==> config.mk <==
export PLATFORM = sky130hd
export DESIGN_NAME = adder_arbiter
export DESIGN_NICKNAME = d
export VERILOG_FILES = /design/src/rtl/adder_arbiter.sv
export SDC_FILE = /design/constraint.sdc
export NUM_CORES = 1
export LEC_CHECK = 0
export ABC_AREA = 1
export CORE_MARGIN = 5
export CORE_UTILIZATION = 30
export CTS_CLUSTER_DIAMETER = 80
export DETAILED_ROUTE_END_ITERATION = 8
export PLACE_DENSITY = 0.66
export RECOVER_POWER = 100
export SYNTH_ARGS = -nofsm -noshare
export SYNTH_HDL_FRONTEND = slang
export SYNTH_SLANG_ARGS = --single-unit
==> constraint.sdc <==
create_clock -name clk -period 4.1 [get_ports clk]
set_clock_uncertainty 0.05 [all_clocks]
set_input_delay 1.025 -clock clk [delete_from_list [all_inputs] [get_ports clk]]
set_output_delay 1.025 -clock clk [all_outputs]
set_load 0.01 [all_outputs]
==> src/rtl/adder_arbiter.sv <==
// Two-requester round-robin front end for one shared multi-cycle adder.
// A single operation is in flight at a time; results carry a timeout flag.
module adder_arbiter #(
    parameter int unsigned TIMEOUT = 63
) (
    input  logic        clk,
    input  logic        rst_n,
    input  logic        req0,
    input  logic [31:0] a0,
    input  logic [31:0] b0,
    input  logic        cin0,
    input  logic [4:0]  ctrl0,
    input  logic        req1,
    input  logic [31:0] a1,
    input  logic [31:0] b1,
    input  logic        cin1,
    input  logic [4:0]  ctrl1,
    output logic        done0,
    output logic        done1,
    output logic [31:0] res_sum,
    output logic        res_cout,
    output logic        res_err,
    output logic        busy,
    output logic [31:0] add_a,
    output logic [31:0] add_b,
    output logic        add_cin,
    output logic [4:0]  add_ctrl,
    output logic        add_start,
    input  logic [31:0] add_sum,
    input  logic        add_cout,
    input  logic        add_out_en
);

    typedef enum logic [1:0] {IDLE, ISSUE, WAIT, RESP} state_t;

    localparam logic [5:0] TO_CNT = 6'(TIMEOUT);

    state_t     state, state_nx;
    logic [5:0] wait_cnt;
    logic       last;
    logic       id;
    logic       grant_vld;
    logic       grant_id;
    logic       timed_out;

    // Tie goes to whoever was not served last; otherwise the lone requester.
    always_comb begin
        grant_vld = req0 | req1;
        grant_id  = req1;
        if (req0 && req1)
            grant_id = ~last;
    end

    // The result strobe beats the timeout when both land in the same cycle.
    assign timed_out = !add_out_en && (wait_cnt == TO_CNT);

    always_comb begin
        state_nx = state;
        case (state)
            IDLE:    if (grant_vld) state_nx = ISSUE;
            ISSUE:   state_nx = WAIT;
            WAIT:    if (add_out_en || timed_out) state_nx = RESP;
            RESP:    state_nx = IDLE;
            default: state_nx = IDLE;
        endcase
    end

    always_ff @(posedge clk or negedge rst_n) begin
        if (!rst_n)
            state <= IDLE;
        else
            state <= state_nx;
    end

    always_ff @(posedge clk or negedge rst_n) begin
        if (!rst_n) begin
            wait_cnt <= '0;
            last     <= 1'b1;
            id       <= 1'b0;
            add_a    <= '0;
            add_b    <= '0;
            add_cin  <= 1'b0;
            add_ctrl <= '0;
            res_sum  <= '0;
            res_cout <= 1'b0;
            res_err  <= 1'b0;
        end else begin
            case (state)
                IDLE: begin
                    if (grant_vld) begin
                        id       <= grant_id;
                        add_a    <= grant_id ? a1    : a0;
                        add_b    <= grant_id ? b1    : b0;
                        add_cin  <= grant_id ? cin1  : cin0;
                        add_ctrl <= grant_id ? ctrl1 : ctrl0;
                    end
                end
                ISSUE: wait_cnt <= '0;
                WAIT: begin
                    if (add_out_en) begin
                        res_sum  <= add_sum;
                        res_cout <= add_cout;
                        res_err  <= 1'b0;
                    end else if (timed_out) begin
                        res_sum  <= '0;
                        res_cout <= 1'b0;
                        res_err  <= 1'b1;
                    end else begin
                        wait_cnt <= wait_cnt + 6'd1;
                    end
                end
                RESP: last <= id;
                default: ;
            endcase
        end
    end

    // All pulses decode registered state only, so no input reaches them.
    assign add_start = (state == ISSUE);
    assign busy      = (state != IDLE);
    assign done0     = (state == RESP) && !id;
    assign done1     = (state == RESP) &&  id;

endmodule

==> results of run 1 <==
-- per-layer routing --
metal	vias to the layer above	share of wire, %	global-route usage (%)
met5	-	0.11	0
met4	2	3.0	7.75
met3	40	5.4	4.98
met2	171	50	31.7
met1	2388	42	22.6
li1	2549	-	-
-- flip-flops by register name, indices dropped and copies added (netlist names) --
| name | count |
|---|---|
| id | 1 |
| add_ctrl | 5 |
| res_cout | 1 |
| wait_cnt | 6 |
| add_a | 32 |
| res_sum | 32 |
| last | 1 |
| state | 2 |
| add_b | 32 |
| res_err | 1 |
| add_cin | 1 |
-- synthesized netlist by cell type (2+ instances only) --
library cell	count
ha_1	5
clkbuf_1	13
o21ai_1	83
a21oi_4	2
nand4_1	4
buf_6	3
buf_2	13
nand2_1	204
nor2_1	78
inv_2	4
nand3_1	7
dfrtp_1	113
inv_1	12
clkbuf_2	7
o21ai_0	58
-- power breakdown --
part           switching [mW]  total (mW)  internal, mW  leakage (nW)
sequential              0.266        1.93          1.67          1.41
clock                   0.542        1.59          1.05         0.295
combinational            1.34        2.53          1.19          2.28
-- cell families after synthesis --
| kind of cell | Yosys count | synth area share (%) |
|---|---|---|
| compound gates | 145 | 14.9 |
| xor+xnor | 1 | 0.172 |
| fa+ha+maj | 5 | 1.23 |
| buf+inv | 53 | 4.85 |
| flops | 114 | 56.1 |
| simple gates | 297 | 22.7 |
-- critical path, delay by kind of cell --
kind / cells / cell delay (ns)
AND/OR/NAND/NOR: 4 / 1.62
AO/OA/AOI/OAI: 1 / 0.20
buffers and inverters: 1 / 0.59
-- cell type report --
class	count	area (sq um)	area share [%]
clock buffer	20	457	5.24
timing repair buffer	292	2910	33.4
clock inverter	12	180	2.07
tap	220	275	3.16
inverter	17	63.8	0.732
sequential	114	2850	32.7
multi-input combinational	448	1980	22.7
-- through the flow --
stage	instance area [sq um]	cells
after CTS	8740	1123
after global placement	8100	1091
after global routing	8720	1123
final	8720	1123
after floorplan	5080	615
after detailed placement	8100	1091
-- worst min path at each step --
stage                     slack (ns)                 endpoint  cells past startpoint
after floorplan                 0.40         last$_DFFE_PN1N_                      2
after global placement          0.40  res_sum[31]$_DFFE_PN0P_                      2
after detailed placement        0.41  res_sum[22]$_DFFE_PN0P_                      2
after CTS                       0.42  res_sum[22]$_DFFE_PN0P_                      2
after global routing            0.43  res_sum[19]$_DFFE_PN0P_                      2
final                           0.41  res_sum[15]$_DFFE_PN0P_                      2
==> results.md, run 1 <==
STA:
- The worst path meets setup with 0.908 ns of slack.
- At the pin with the least slew margin, the transition time is 2.38 ns.
- The worst pin sits at a relative slew slack of -58.5%.
- The hold violation total from the final report was 0.
- The shortest clock period the worst path allows after layout is 3.19 ns.
- Adding up every negative setup slack in the final design gives 0 ns.
- Setup repair after global routing left no endpoint under its margin.
- The number of endpoints failing setup at the final stage is 0.
- The tightest hold path in the finished design has a slack of 0.412 ns.
- Of the available clock period, the critical path in the final layout requires between 70% and 80%.
- The final max-slew violation count was 43.
- The maximum clock frequency is between 300 and 400 MHz.

Synth:
- Of the post-synthesis cell area, the dominant cell type holds 55.6%.
- The post-synthesis sequential area ratio is 56.1%.
- The net count after synthesis is 798.
- Ranked by total cell area, the synthesized netlist is headed by dfrtp_1 56%, nand2_1 15%, o21ai_1 8.2%.
- In this run, synthesis produced a sequential element count of 114.
- The count of flip-flops with a built-in enable after synthesis is 0.
- In this run the mean area of a mapped cell was 8.27 sq um.
- The synthesis warning total is 0.
- The prevailing post-synth register cell is dfrtp_1.
- The share of async-settable or async-resettable flops after synthesis is 100%.
- Synthesis instantiated 24 different standard cells from the library.
- The mapped netlist covers 0.00508 sq mm.
- Of all cell types, the one taking the most synthesized area is dfrtp_1.
- The synthesized instance count is 615.

Clocking:
- The maximum clock path buffer count is 2.
- The clock-pin slew on the worst setup and hold paths is roughly 0.06 ns.
- TritonCTS built the clock tree.
- The count of H-tree levels built during CTS is 4.
- The number of setup buffers added after CTS is 0.
- The total number of clock tree sinks is 114.
- The number of buffers inserted by hold repair at cts is 0.
- Gates resized during post-CTS repair numbered 0.
- The clock reaches the later pin of the worst-skew pair after 0.41 ns.
- The root buffer cell is clkbuf_16.
- The number of clock buffers added by TritonCTS is 17.

Floorplanning:
- The die covers 0.0196 sq mm.
- The initial utilization of the core area, before any placement, comes to 30.7%.
- The die width is 140 um.
- The die is 140 um tall.
- The core box area is 0.0166 sq mm.
- The floorplan has 47 rows.
- The count of pins on the block boundary is 286.

Job:
- The tool flagged a number of max-cap violations equal to 1.

Critical path:
- The type of the worst setup path is in -> reg.
- The endpoint identified for the worst register-to-register timing path is wait_cnt[5]$_DFFE_PN0P_.
- In this run the worst path has a maximum fanout of 37.
- The startpoint identified for the worst register-to-register timing path is wait_cnt[0]$_DFFE_PN0P_.
- In this design, the critical path's most frequently occurring cell is nand2_1.
- The worst setup path is captured at a flop.
- STA puts the critical path data required time at 4.34 ns.
- The worst setup path is launched from an input port.
- The largest single stage delay on the critical path is 0.97 ns.
- Traced cell by cell, the critical path runs through dlygate4sd3_1 > o21bai_2 > nand2_1 > nand2_1 > nand2_1 > nand2_1.
- In this run the worst setup path begins at add_out_en.
- At the worst endpoint, the arrival time is 3.43 ns.
- For this design, the slowest cell found on the critical path is nand2_1.
- The worst setup slack for register-to-register paths is roughly 1.5 ns.
- For the worst flop-to-flop path, the logic depth is 7.
- In this run the worst setup path terminates at wait_cnt[5]$_DFFE_PN0P_.

Layout:
- The most common cell after layout, fill and taps aside is nand2_1.
- The top cell types in the final layout, fill and taps aside, are 206 x nand2_1, 174 x clkdlybuf4s50_1, 127 x o21ai_0, 113 x dfrtp_1, 110 x dlygate4sd3_1.
- Cells fill between 50% and 60% of the core in the end.
- The ratio of cells with drive above 1 in the final layout is 5.20%.
- The area growth from synthesis to layout is 71.5%.
- After the last flow step, the layout net total stands at 1,073.
- After filler insertion, the fill cell instance count of the layout stands at approximately 1,600.
- The antenna diode count is 0.

Drt:
- The total number of vias is roughly 5,000.
- The post-detailed-route wirelength per cell is 16.6 um.
- The DRC violation total after the first TritonRoute iteration is 191.
- In the routed layout, each cell is associated on average with a via count of ~4.6.
- Once detail routing completed, the nets flagged for antenna violations numbered 0.
- After detailed routing, the number of remaining DRC violations is 0.
- Before antenna repair, the detailed router went through 4 iterations.
- For this block, the routed nets add up to 18.6 mm of wire.

GRT:
- For this run the aggregate overflow at the end of global routing stands at 0.
- The first global-routing pass estimated roughly 30 mm of wire.
- The number of antenna violations at the first check in global routing is 1.
- The via count of the first global-routing pass is 5,285.
- Entering global routing, the biggest net connects slightly above 70 pins.
- The overall track demand over capacity in global routing is 18.7%.

Placed design:
- At the placement stage, the worst setup path has a slack of between 1 and 1.5 ns.
- At the end of routability-driven placement, the weighted congestion stood at between 0.8 and 0.9.
- Buffers placed on the I/O ports in this run total approximately 290.
- After legalization and detailed placement, the total HPWL measured 13.2 mm.

Min path:
- The worst hold path belongs to the class reg -> reg.
- The startpoint identified for the worst hold timing path is res_sum[15]$_DFFE_PN0P_.

Pwr:
- The power consumption is just over 6 mW.
- The peak supply drop is 0.000521 V.
- The cell leakage power is 3.98 nW.
- For this design the ratio of total power to cell area is 694 mW/mm^2.

Status:
- The final reports fail on capacitance limit, slew limit.
- The run finished, with violations left.
Power figures use the tool's default switching activity.
==> inputs of run 2 (changes only) <==
--- a/config.mk
+++ b/config.mk
@@ -10,7 +10,7 @@
 export CORE_UTILIZATION = 30
 export CTS_CLUSTER_DIAMETER = 80
 export DETAILED_ROUTE_END_ITERATION = 8
-export PLACE_DENSITY = 0.66
+export PLACE_DENSITY = 0.69
 export RECOVER_POWER = 100
 export SYNTH_ARGS = -nofsm -noshare
 export SYNTH_HDL_FRONTEND = slang
==> constraint.sdc (replaced) <==
create_clock -name clk -period 2.76 [get_ports clk]
set_clock_uncertainty 0.05 [all_clocks]
set_input_delay 0.69 -clock clk [delete_from_list [all_inputs] [get_ports clk]]
set_output_delay 0.69 -clock clk [all_outputs]
set_load 0.01 [all_outputs]
==> results.md, run 2 (synthesis results as in run 1) <==
Critical path:
- The data required time at the worst endpoint came to 2.02 ns (-2.32 ns).
- The number of logic stages on the critical path including buffering is 4 (-2).
- The highest net fanout along the worst path came to 4 (-89%).
- The worst setup slack for register-to-register paths was 0.28 ns (-1.17 ns).
- The data arrival time of the critical path is 1.88 ns (-1.55 ns).
- The cell family contributing the most delay on the critical path is buffers and inverters.
- The critical path in this run is classified as reg -> out.
- The worst setup path is launched from a flop.
- The critical path goes through inv_1 > ha_1 > inv_1 > dlygate4sd3_1.
- STA classifies the critical path endpoint as a primary output.
- The most critical setup path has its startpoint at state[0]$_DFFE_PN0P_.
- The cell with the most instances on the worst path is inv_1.
- The buffer and inverter count on the worst path is 3 (+2).
- The startpoint of the worst-slack reg-to-reg timing path is state[0]$_DFFE_PN0P_.
- Among all stages on the critical path, the largest delay is contributed by dlygate4sd3_1.
- The endpoint identified for the worst register-to-register timing path is add_ctrl[2]$_DFFE_PN0P_.
- The largest stage delay on the critical path came to 0.63 ns (-0.34 ns).
- The number of cell instances on the worst register-to-register path was 7 (unchanged).

STA:
- The number of endpoints failing setup at the final stage is 0 (unchanged).
- After layout, the worst path uses 94.8% of the clock period.
- The worst path needs approximately 2.6 ns of the cycle, external delays included.
- The final critical-path setup slack came to 0.144 ns (-0.764 ns).
- Derived from the worst setup path, the maximum achievable clock frequency is between 300 and 400 MHz.
- The final sum of negative setup slack came to 0 ns (unchanged).
- The normalized max-slew margin was 24.1% (+83 points).
- The transition time at the pin with the least slew margin is 1.14 ns (-1.24 ns).
- The final max-slew violation count is 0 (-100%).
- Setup repair after global routing left no endpoint under its margin.
- The hold violation total from the final report is 0 (unchanged).

Clocking:
- The CTS tree is yes.
- The clock-pin slew on the worst setup and hold paths is 0.05 ns (about the same).
- The total number of clock tree sinks was 114 (unchanged).
- The maximum clock path buffer count is 2 (unchanged).
- The number of buffers inserted by hold repair at cts is 0 (unchanged).
- The post-cts resize count was 0 (unchanged).
- The clock buffer count from CTS is 17 (unchanged).
- The root buffer cell is clkbuf_16.
- The number of setup buffers added after CTS is 0 (unchanged).
- The count of H-tree levels built during CTS is 4 (unchanged).
- The latest clock arrival within the worst-skew pair was 0.40 ns (about the same).

Drt:
- The residual antenna-violating net count after detailed routing came to 0 (unchanged).
- The ratio of routed vias to standard cells came to 4.57 (-0.35%).
- The post-detailed-route wirelength per cell is 16.2 um (-2.1%).
- The total number of vias is 5,155 (+0.097%).
- The DRC violations left is 0 (unchanged).
- The DRC violation total after the first TritonRoute iteration is 265 (+39%).
- The routed wire length is 18.3 mm (-1.7%).
- The number of iterations in the first detailed-routing pass is 4 (unchanged).

Layout:
- The count of non-filler cells in the finished layout is 1,128 (+0.45%).
- The post-layout utilization of the core came to 52.3% (-0.25 points).
- The antenna diode count came to 0 (unchanged).
- In the final layout, the registers with the most flip-flops are add_a: 32 flops, add_b: 32 flops, res_sum: 32 flops.
- Leaving out fill and tap cells, the most frequent cell in the layout is nand2_1.
- In the layout the commonest cells are 206 x nand2_1, 175 x clkdlybuf4s50_1, 123 x o21ai_0, 113 x dfrtp_1, 109 x dlygate4sd3_1.
- The register area is 0.00285 sq mm (unchanged).
- The cell area after layout is 0.00868 sq mm (-0.47%).
- The filler cell count in the final layout is 1,558 (-1.4%).
- The total number of nets in the final design is 1,078 (+0.47%).
- The area of the multi-input gates is 0.00197 sq mm (-0.57%).
- The layout overhead on the synthesized area is 70.7%.
- The ratio of cells with drive above 1 in the final layout is 5.18% (-0.029 points).

GRT:
- The wire length of the first global-routing pass is 28.5 mm (-2.2%).
- The number of antenna violations at the first check in global routing is 0 (-1).
- The total global routing overflow is 0 (unchanged).
- The maximum number of pins on one net before global-route repair is 71 (unchanged).
- The via count of the first global-routing pass is 5,152 (-2.5%).
- The overall track demand over capacity in global routing came to 18.2% (-0.57 points).

Floorplanning:
- The die span in y is 140 um (unchanged).
- The count of pins on the block boundary came to 286 (unchanged).
- The core box area is 0.0166 sq mm (unchanged).
- The die width was 140 um (unchanged).
- The row count is 47 (unchanged).
- The starting utilization of the core area was 30.7% (unchanged).
- The area of the die was 0.0196 sq mm (unchanged).

Placed design:
- The count of port buffers added during placement came to 285 (unchanged).
- The HPWL reported at the end of detailed placement is 13.2 mm (+0.52%).
- The setup slack at placement is 0.371 ns (-0.631 ns).
- The count of placed standard cells including taps is 1,096 (+0.46%).
- The global placer's final weighted congestion is 0.832 (-0.51%).
- The total placed instance area is 0.00817 sq mm (+0.93%).

Min path:
- In this run the most critical hold path is launched from res_sum[4]$_DFFE_PN0P_.
- The capture endpoint of the worst hold path is res_sum[4]$_DFFE_PN0P_.
- The path class of the tightest hold or removal check is reg -> reg.
- The number of instances on the worst hold path is 2 (unchanged).

Pwr:
- The peak supply drop is 0.000584 V (+12%).
- The cell leakage power was 3.97 nW (-0.18%).
- The power density relative to cell area is 1010 mW/mm^2 (+46%).

Status:
- The run finished with clean final reports.

Job:
- The max-capacitance violation count came to 0 (-1).
[run 2: cell count changes in the layout (fill, tap and decap cells not counted), sizes merged, moves of 2 or more]
cell,previous run,this run
clkbuf,22,29
bufinv,4,2
clkinv,3,7
clkinvlp,5,3
[run 2: how the worst max path moves through the flow]
stage                            end  slack [ns]
5_1_grt         add_b[5]$_DFFE_PN0P_        0.05
4_1_cts                         busy        0.12
3_5_place_dp   add_b[20]$_DFFE_PN0P_        0.37
2_1_floorplan  add_a[10]$_DFFE_PN0P_        1.21
6_report                        busy        0.14
3_3_place_gp   add_a[17]$_DFFE_PN0P_        0.39
[run 2: through the flow]
stage	total power [mW]	hold slack (ns)
floorplan	4.77	0.344
global placement	7.10	0.402
detailed placement	7.18	0.408
CTS	9.34	0.254
global route	9.40	0.431
finish	8.78	0.414
[run 2: report_power, final]
part,internal [mW],switching (mW)
registers,2.48,0.418
logic,1.79,1.99
clock network,1.34,0.766
total,5.60,3.18
[run 2: final cells by class]
class / count / area share (%)
tap: 220 / 3.17
inverter: 17 / 0.735
sequential: 114 / 32.9
timing repair buffer: 297 / 34.0
multi-input combinational: 448 / 22.7
clock inverter: 11 / 1.30
clock buffer: 21 / 5.19
[run 2: worst reg2reg max path, stage by stage (launching register included)]
cell,delay (ns)
dfrtp_1,0.42
inv_1,0.10
ha_1,0.18
inv_1,0.10
a21oi_1,0.42
clkbuf_1,0.70
o21ai_0,0.22
o21ai_0,0.22
[run 2: layer usage]
metal  global-route usage [%]  vias to the layer above  share of wire (%)
met1                     22.8                     2387                 43
met3                     4.60                       37                5.5
met5                        0                        -                  0
li1                         -                     2545                  -
met4                     7.29                        0                3.4
met2                     30.0                      186                 48
==> inputs of run 3 (changes only) <==
--- a/config.mk
+++ b/config.mk
@@ -7,10 +7,11 @@
 export LEC_CHECK = 0
 export ABC_AREA = 1
 export CORE_MARGIN = 5
-export CORE_UTILIZATION = 30
+export CORE_UTILIZATION = 35
 export CTS_CLUSTER_DIAMETER = 80
 export DETAILED_ROUTE_END_ITERATION = 8
-export PLACE_DENSITY = 0.69
+export MAX_ROUTING_LAYER = met4
+export PLACE_DENSITY = 0.78
 export RECOVER_POWER = 100
 export SYNTH_ARGS = -nofsm -noshare
 export SYNTH_HDL_FRONTEND = slang
==> results.md, run 3 (synthesis results as in run 1) <==
Drt:
- The wire length on met2 is 8.98 mm (+1.6%).
- The detailed route wirelength on metal3 is 1.19 mm (+18%).
- The residual antenna-violating net count after detailed routing is 0 (unchanged).
- After detailed routing, no signal wire sits above met4.
- The total number of vias is 5,221 (+1.3%).
- The routed wire length is 17.9 mm (-1.8%).
- The number of iterations in the first detailed-routing pass is 5 (+1).
- The DRC violations left is 0 (unchanged).
- The ratio of routed vias to standard cells came to 4.79 (+4.8%).
- The met1 wire length came to 7.17 mm (-8.1%).
- The post-detailed-route wirelength per cell is 16.5 um (+1.6%).
- The DRC violation total after the first TritonRoute iteration was 292 (+10%).

Layout:
- The cell area after layout is 0.00871 sq mm (+0.35%).
- The count of non-filler cells in the finished layout is 1,090 (-3.4%).
- The ratio of cells with drive above 1 in the final layout came to 5.41% (+0.24 points).
- Leaving out fill and tap cells, the most frequent cells in the layout are 205 x nand2_1, 176 x clkdlybuf4s50_1, 124 x o21ai_0, 113 x dfrtp_1, 108 x dlygate4sd3_1.
- The total number of nets in the final design came to 1,075 (-0.28%).
- The largest registers in the layout are add_a: 32 flops, add_b: 32 flops, res_sum: 32 flops.
- The library cell used most frequently in the layout, excluding fill and tap cells, is nand2_1.
- From synthesis to final layout, the design area changed by 71.3%.

STA:
- The final max-slew violation count is 115 (+115).
- The transition time at the pin with the least slew margin was 1.58 ns (+0.442 ns).
- The post-route clock period utilization was 93.3% (-1.5 points).
- The shortest clock period the worst path allows after layout is 2.57 ns (-0.0414 ns).
- The number of endpoints failing setup at the final stage came to 0 (unchanged).
- The normalized max-slew margin was -5.37% (-29 points).
- The final sum of negative setup slack is 0 ns (unchanged).
- The hold violation total from the final report came to 0 (unchanged).
- The maximum clock frequency came to 388 MHz (+1.6%).
- Setup repair after global routing left no endpoint under its margin.

Clocking:
- The root buffer cell is clkbuf_16.
- The number of setup buffers added after CTS is 0 (unchanged).
- TritonCTS built the clock tree.
- The maximum clock path buffer count is 2 (unchanged).
- The latest clock arrival within the worst-skew pair is 0.41 ns (about the same).
- The post-cts resize count is 0 (unchanged).
- The total number of clock tree sinks came to 114 (unchanged).
- The clock buffer count from CTS is 17 (unchanged).
- The clock-pin slew on the worst setup and hold paths came to 0.05 ns (about the same).
- The count of H-tree levels built during CTS was 4 (unchanged).
- The number of buffers inserted by hold repair at cts is 0 (unchanged).

Pwr:
- The power density relative to cell area was 1050 mW/mm^2 (+3.6%).
- The power consumption is 9.13 mW (+4.0%).
- The cell leakage power is 4.00 nW (+0.79%).
- The peak supply drop was 0.000595 V (+1.9%).

Min path:
- The type of the tightest min-delay check is reg -> reg.

Floorplanning:
- The count of pins on the block boundary came to 286 (unchanged).
- The die width is 131 um (-6.9%).
- The starting utilization of the core area was 35.4% (+4.7 points).
- The core box area is 0.0144 sq mm (-13%).
- The area of the die came to 0.0170 sq mm (-13%).
- The row count is 44 (-6.4%).
- The die span in y is 131 um (-6.9%).

Critical path:
- The data required time at the worst endpoint is 2.02 ns (about the same).
- The data arrival time of the critical path is 1.83 ns (-0.05 ns).
- The worst setup path is launched from a flop.
- The highest net fanout along the worst path is 4 (unchanged).
- The setup path with the least slack is of type reg -> out.
- The endpoint kind of the worst setup timing path is a primary output.

Status:
- The flow ran to the end, but the final reports show violations.
- The checks that failed: capacitance limit, slew limit.

Job:
- The max-capacitance violation count is 1 (+1).

Placed design:
- The count of placed standard cells including taps is 1,057 (-3.6%).
- The HPWL reported at the end of detailed placement is 12.6 mm (-4.4%).
- The total placed instance area is 0.00809 sq mm (-0.98%).
- The count of port buffers added during placement is 285 (unchanged).
- The global placer's final weighted congestion is 0.848 (+1.9%).

GRT:
- The overall track demand over capacity in global routing is 21.2% (+3.0 points).
- The total global routing overflow is 0 (unchanged).
- The number of antenna violations at the first check in global routing is 1 (+1).
- The via count of the first global-routing pass is 5,112 (-0.78%).
- The maximum number of pins on one net before global-route repair was 115 (+62%).
- The wire length of the first global-routing pass is 27.1 mm (-5.1%).
[run 3: cell types whose count changed in the layout (fill, tap and decap cells not counted), sizes merged]
cell,previous run,this run
clkdlybuf4s50,175,176
clkinvlp,3,4
diode,0,1
bufinv,2,6
dlygate4sd3,109,108
clkbuf,29,22
inv,16,15
[run 3: where the power goes]
| part | internal (mW) | leakage (nW) | total (mW) | switching (mW) |
|---|---|---|---|---|
| Combinational | 1.78 | 2.28 | 3.78 | 2.00 |
| Sequential | 2.47 | 1.41 | 2.87 | 0.400 |
| Clock | 1.68 | 0.315 | 2.48 | 0.796 |
[run 3: worst paths after layout]
path	end	slack, ns	start	cells after the start
setup / recovery	busy	0.19	state[0]$_DFFE_PN0P_	4
min in group asynchronous	res_sum[19]$_DFFE_PN0P_	0.75	rst_n	2
max in group asynchronous	add_a[12]$_DFFE_PN0P_	0.93	rst_n	2
setup reg to reg	add_a[19]$_DFFE_PN0P_	0.38	state[0]$_DFFE_PN0P_	8
hold reg to reg	res_sum[18]$_DFFE_PN0P_	0.41	res_sum[18]$_DFFE_PN0P_	2
hold / removal	res_sum[18]$_DFFE_PN0P_	0.41	res_sum[18]$_DFFE_PN0P_	2
[run 3: area by class of cell]
type,count,area (sq um)
Fill cell,1246,5660
Timing Repair Buffer,294,2930
Sequential cell,114,2850
Multi-Input combinational cell,448,1970
Clock buffer,17,425
Clock inverter,15,239
Tap cell,184,230
Inverter,17,63.8
Antenna cell,1,2.50
[run 3: critical path, cell delays in order, from the launching register on]
cell and delay, ns:
dfrtp_1 0.41, inv_1 0.08, ha_1 0.21, inv_1 0.15, clkdlybuf4s50_1 0.57
[run 3: routing by layer]
metal	track usage (%)	up-vias
li1	-	2549
met3	5.00	44
met2	33.7	204
met4	9.74	0
met1	25.5	2424
met5	-	-
[run 3: stage by stage]
stage / utilization, % / hold slack, ns / worst slack [ns]
3_3_place_gp: 56.3 / 0.402 / 0.431
6_report: 60.6 / 0.409 / 0.185
2_1_floorplan: - / 0.344 / 1.21
3_5_place_dp: 56.3 / 0.407 / 0.406
5_1_grt: 60.6 / 0.420 / 0.0424
4_1_cts: 61.0 / 0.346 / 0.157
==> edit 1 (flow settings as in run 2) <==
The 4 states of `state_t` get a one-hot encoding in 4 bits.
--- a/src/rtl/adder_arbiter.sv
+++ b/src/rtl/adder_arbiter.sv
@@ -32,5 +32,5 @@
 );
 
-    typedef enum logic [1:0] {IDLE, ISSUE, WAIT, RESP} state_t;
+    typedef enum logic [3:0] {IDLE = 4'b0001, ISSUE = 4'b0010, WAIT = 4'b0100, RESP = 4'b1000} state_t;
 
     localparam logic [5:0] TO_CNT = 6'(TIMEOUT);
Check against the original RTL: same outputs for any inputs over 10 cycles, from zero or initial values and one cycle with rst_n low; not proved beyond that.
==> edit 1 against run 2 <==
- the flow now finishes with violations (capacitance limit, slew limit)
- area after synthesis rose by 9.2%
- routed wire length rose by 2.7%
- design area grew 5.6%
- non-clock buffer count unchanged
- total power rose by 2.2%
- sequential share of layout area is 1.2 points lower
- count of clock-buffer cells in the layout stayed put
- worst setup slack improved by 0.0091 ns
- sequential cell count up 2
- clock power increased by 17%
- global-route usage down 0.66 points
==> edit 1: results (changes against run 2) <==
Hold Path Stages=2 (unchanged); antenna diode count=0 (unchanged); Pleak=4.72 nW (+19%); failing checks=capacitance limit, slew limit; vias in the first global route=5627 (+9.2%); Synth area leaders=dfrtp_1 51%, nand2_1 31%, nand3_1 7.4%; syn_nets=924 (+16%); first-pass GRT wire length=30000 um (+5.4%); Clock Pin Slew Worst Setup and Hold Paths=~0.06 ns; First-pass DRT Iterations=4 (unchanged); Post-Route WL=18800 um (+2.7%); CTS root buf=clkbuf_16; Final #Nets=1198 (+11%); Rel. slew slack=-5.85% (-30 points); Avg Cell Area, Syn=7.45 sq um (-9.8%); CP max stage cell=dlygate4sd3_1; hold crit path type=flip-flop to flip-flop; GP Congestion=0.830 (-0.20%); Main synth FF type=dfrtp_1; layout cell share with drive strength beyond 1=5.04% (-0.14 points); post-synthesis sequential area ratio=52.3% (-3.8 points); Via density=4.49 (-1.8%); WHS Endpoint=res_cout; r2r setup slk=0.51 ns (+0.23 ns); Clock H-tree levels=4 (unchanged); 1st-iter DRT viols=258 (-2.6%); count of different cell masters after synthesis=22 (-8.3%); worst hold start=res_cout; commonest cells in the synthesized netlist=464 x nand2_1, 114 x dfrtp_1, 82 x nand3_1; hpwl dp=13500 um (+2.0%); largest net degree at the start of global routing=117 (+65%); post-CTS setup buffers=0 (unchanged); Worst IR Drop VDD=0.394 mV (-32%); Reg-to-Reg End=add_a[18]; Layout fillers=1774 (+14%); Slew Viols, Final=117 (+117); global-route usage over all layers=17.5% (-0.66 points); share of flip-flops with an asynchronous set or reset=100% (unchanged); worst-case hold slack=0.411 ns (-0.00216 ns); Critical R2R Launch=state[3]; max_cap viols=1 (+1); critical path fanouts, max=3 (-1); slowest stage delay, CP=0.61 ns (-0.02 ns); leading registers by flop count=add_a: 32 flops, add_b: 32 flops, res_sum: 32 flops; outcome=complete, but fails checks
[edit 1: cell count changes after synthesis, sizes merged, moves of 3 or more]
cell    before  now
a21oi        3    0
buf         16   32
clkbuf      20   10
ha           5    1
inv         16   10
nand2      206  468
nand3        8   83
nand4        4    0
nor2        78   15
o21ai      141    6
[edit 1: cells by family (layout without fill, tap and decap cells)]
family          count (synthesis)  after routing  synth area share (%)
compound gates                  7              7                 0.879
xor+xnor                        3              3                 0.473
fa+ha+maj                       1              1                 0.225
flops                         116            116                  52.3
buf+inv                        52            339                  5.34
simple gates                  566            566                  40.8
[edit 1: power by group]
group / switching (mW) / total [mW] / internal (mW)
combinational: 1.95 / 3.64 / 1.69
sequential: 0.384 / 2.87 / 2.48
clock: 0.809 / 2.47 / 1.66
total: 3.14 / 8.97 / 5.83
[edit 1: stage by stage]
| stage | utilization, % | area, sq um | instances | total power [mW] | setup slack (ns) |
|---|---|---|---|---|---|
| global route | 50.6 | 9160 | 1261 | 9.61 | 0.0352 |
| detailed placement | 47.2 | 8540 | 1229 | 6.92 | 0.486 |
| finish | 50.6 | 9160 | 1261 | 8.97 | 0.153 |
| global placement | 47.2 | 8540 | 1229 | 6.84 | 0.514 |
| CTS | 50.9 | 9200 | 1261 | 9.43 | 0.176 |
| floorplan | - | 5550 | 745 | 4.73 | 1.17 |
[edit 1: worst max path at each step]
stage | from | end | slack (ns) | cells past startpoint
after global placement | req0 | add_a[24] | 0.51 | 5
after detailed placement | req0 | add_b[24] | 0.49 | 5
after CTS | state[1] | done1 | 0.18 | 4
after floorplan | state[0] | add_start | 1.17 | 3
after global routing | state[3] | busy | 0.04 | 5
final | state[3] | busy | 0.15 | 5
[edit 1: per-layer routing]
| layer | track usage [%] | wire, um |
|---|---|---|
| met1 | 21.2 | 7800 |
| met2 | 28.2 | 8600 |
| met3 | 7.62 | 2010 |
| met4 | 5.88 | 345 |
| met5 | 0 | 0 |
[edit 1: area by class of cell]
class                           instances  area, sq um  share of cell area (%)
Clock inverter                         11          198                    2.16
Tap cell                              229          287                    3.13
Timing Repair Buffer                  297         2950                    32.2
Multi-Input combinational cell        577         2330                    25.4
Inverter                               10         37.5                   0.410
Clock buffer                           21          460                    5.03
Sequential cell                       116         2910                    31.7
[edit 1: worst reg2reg max path, delay by kind of cell (launching register included)]
kind,cells,cell delay [ns]
flip-flops,1,0.40
buffers and inverters,1,0.89
AND/OR/NAND/NOR,5,0.66
AO/OA/AOI/OAI,1,0.19
==> edit 2 (settings of run 2) <==
Without the edit above. `TIMEOUT`: 63 -> 31.
--- a/src/rtl/adder_arbiter.sv
+++ b/src/rtl/adder_arbiter.sv
@@ -2,5 +2,5 @@
 // A single operation is in flight at a time; results carry a timeout flag.
 module adder_arbiter #(
-    parameter int unsigned TIMEOUT = 63
+    parameter int unsigned TIMEOUT = 31
 ) (
     input  logic        clk,
Behaviour: same outputs for any inputs over 10 cycles, from zero or initial values and one cycle with rst_n low; that may be too few to reach the edited logic, so the function may still have changed.
==> edit 2 against run 2 <==
- the flow now finishes with violations (capacitance limit, slew limit)
- total power is 2.0% higher
- sequential cell count stayed put
- area after synthesis shrank 0.22%
- design area is 0.39% higher
- count of clock-buffer cells in the layout is 1 lower
- worst setup slack improved by 0.089 ns
- sequential share of layout area is 0.13 points lower
- hold slack worse by 0.0012 ns
- via count down 1.4%
- routed wire length is 3.1% lower
==> edit 2: results (changes against run 2) <==
hpwl dp=12400 um (-6.6%); syn_nets=794 (-0.50%); Worst Max-Slew Pin Slew=1.61 ns (+0.469 ns); CP arrival=1.79 ns (-0.09 ns); Main synth FF type=dfrtp_1; Slew Viols, Final=115 (+115); Mapped Cells=611 (-0.65%); post-synthesis sequential area ratio=56.3% (+0.12 points); layout cell share with drive strength beyond 1=5.32% (+0.14 points); 1st-iter DRT viols=251 (-5.3%); CTS Buffer Depth=2 (unchanged); sw power=3.18 mW (about the same); slowest stage delay, CP=0.57 ns (-0.06 ns); GP Congestion=0.821 (-1.3%); Post-Place Worst Slack=0.408 ns (+0.0361 ns); Post-DP Area=8130 sq um (-0.58%); first-pass GRT wire length=27800 um (-2.6%); outcome=complete, but fails checks; share of flip-flops with an asynchronous set or reset=100% (unchanged); commonest cells in the synthesized netlist=206 x nand2_1, 113 x dfrtp_1, 79 x nor2_1; Final #Nets=1073 (-0.46%); vias in the first global route=4979 (-3.4%); critical path fanouts, max=4 (unchanged); Post-Route WL=17700 um (-3.1%); Pleak=3.97 nW (about the same); largest net degree at the start of global routing=115 (+62%); CP max stage cell=clkdlybuf4s50_1; CTS resizes=0 (unchanged); CTS root buf=clkbuf_16; count of different cell masters after synthesis=23 (-4.2%); Yosys warning count=0 (unchanged); Worst IR Drop VDD=0.407 mV (-30%); failing checks=capacitance limit, slew limit; CTS buffer count=17 (unchanged); max_cap viols=1 (+1); Synth area leaders=dfrtp_1 56%, nand2_1 15%, o21ai_0 7.0%; Clock Pin Slew Worst Setup and Hold Paths=about 0.06 ns; Via density=4.52 (-1.0%); via count=5081 (-1.4%); global-route usage over all layers=17.8% (-0.36 points)
==> edit 2: area by class of cell <==
cell class / instances / area [sq um]
flip-flops and latches: 114 / 2850
clock buffers: 20 / 447
well taps: 220 / 275
multi-input cells: 449 / 1960
inverters: 13 / 48.8
repair buffers: 295 / 2940
clock inverters: 12 / 183
fillers: 1585 / 7870
==> edit 2: kinds of logic (layout without fill, tap and decap cells) <==
logic type | Yosys count | after routing | share of synthesized area (%)
AOI/OAI and AO/OA | 147 | 147 | 15.2
xor gates and xnor gates | 1 | 1 | 0.173
adders and majority gates | 5 | 5 | 1.23
buffers and inverters | 48 | 340 | 4.59
DFF | 114 | 114 | 56.3
and+or+nand+nor | 296 | 296 | 22.5
==> edit 2: tightest hold or removal path: stages (launching register included) <==
cell and delay, ns:
dfrtp_1 0.33, nand2_1 0.05, nand2_1 0.05
==> edit 2: routing by layer <==
layer  share of wire, %  track usage [%]  vias up  wire length [um]
li1                   -                -     2534                 -
met1                 43             21.8     2314              7650
met2                 46             28.5      220              8100
met3                 10             8.25       13              1780
met4                1.1             4.84        0               199
met5                  0                0        -                 0
==> edit 2: path summary, 6_finish.rpt <==
kind | startpoint | endpoint | slack, ns | cells after the start
setup / recovery | state[0] | busy | 0.23 | 4
hold / removal | res_sum[23] | res_sum[23] | 0.41 | 2
setup reg to reg | wait_cnt[0] | wait_cnt[3] | 0.30 | 7
hold reg to reg | res_sum[23] | res_sum[23] | 0.41 | 2
max in group asynchronous | rst_n | add_b[14] | 0.88 | 2
min in group asynchronous | rst_n | res_sum[11] | 0.74 | 2
==> edit 2: power groups by stage <==
stage               sequential, mW  combinational (mW)  clock [mW]
floorplan                     3.25                1.51           0
global placement              2.90                4.16           0
detailed placement            2.93                4.18           0
CTS                           2.92                4.21        2.41
global route                  2.98                4.18        2.49
finish                        2.88                3.74        2.34
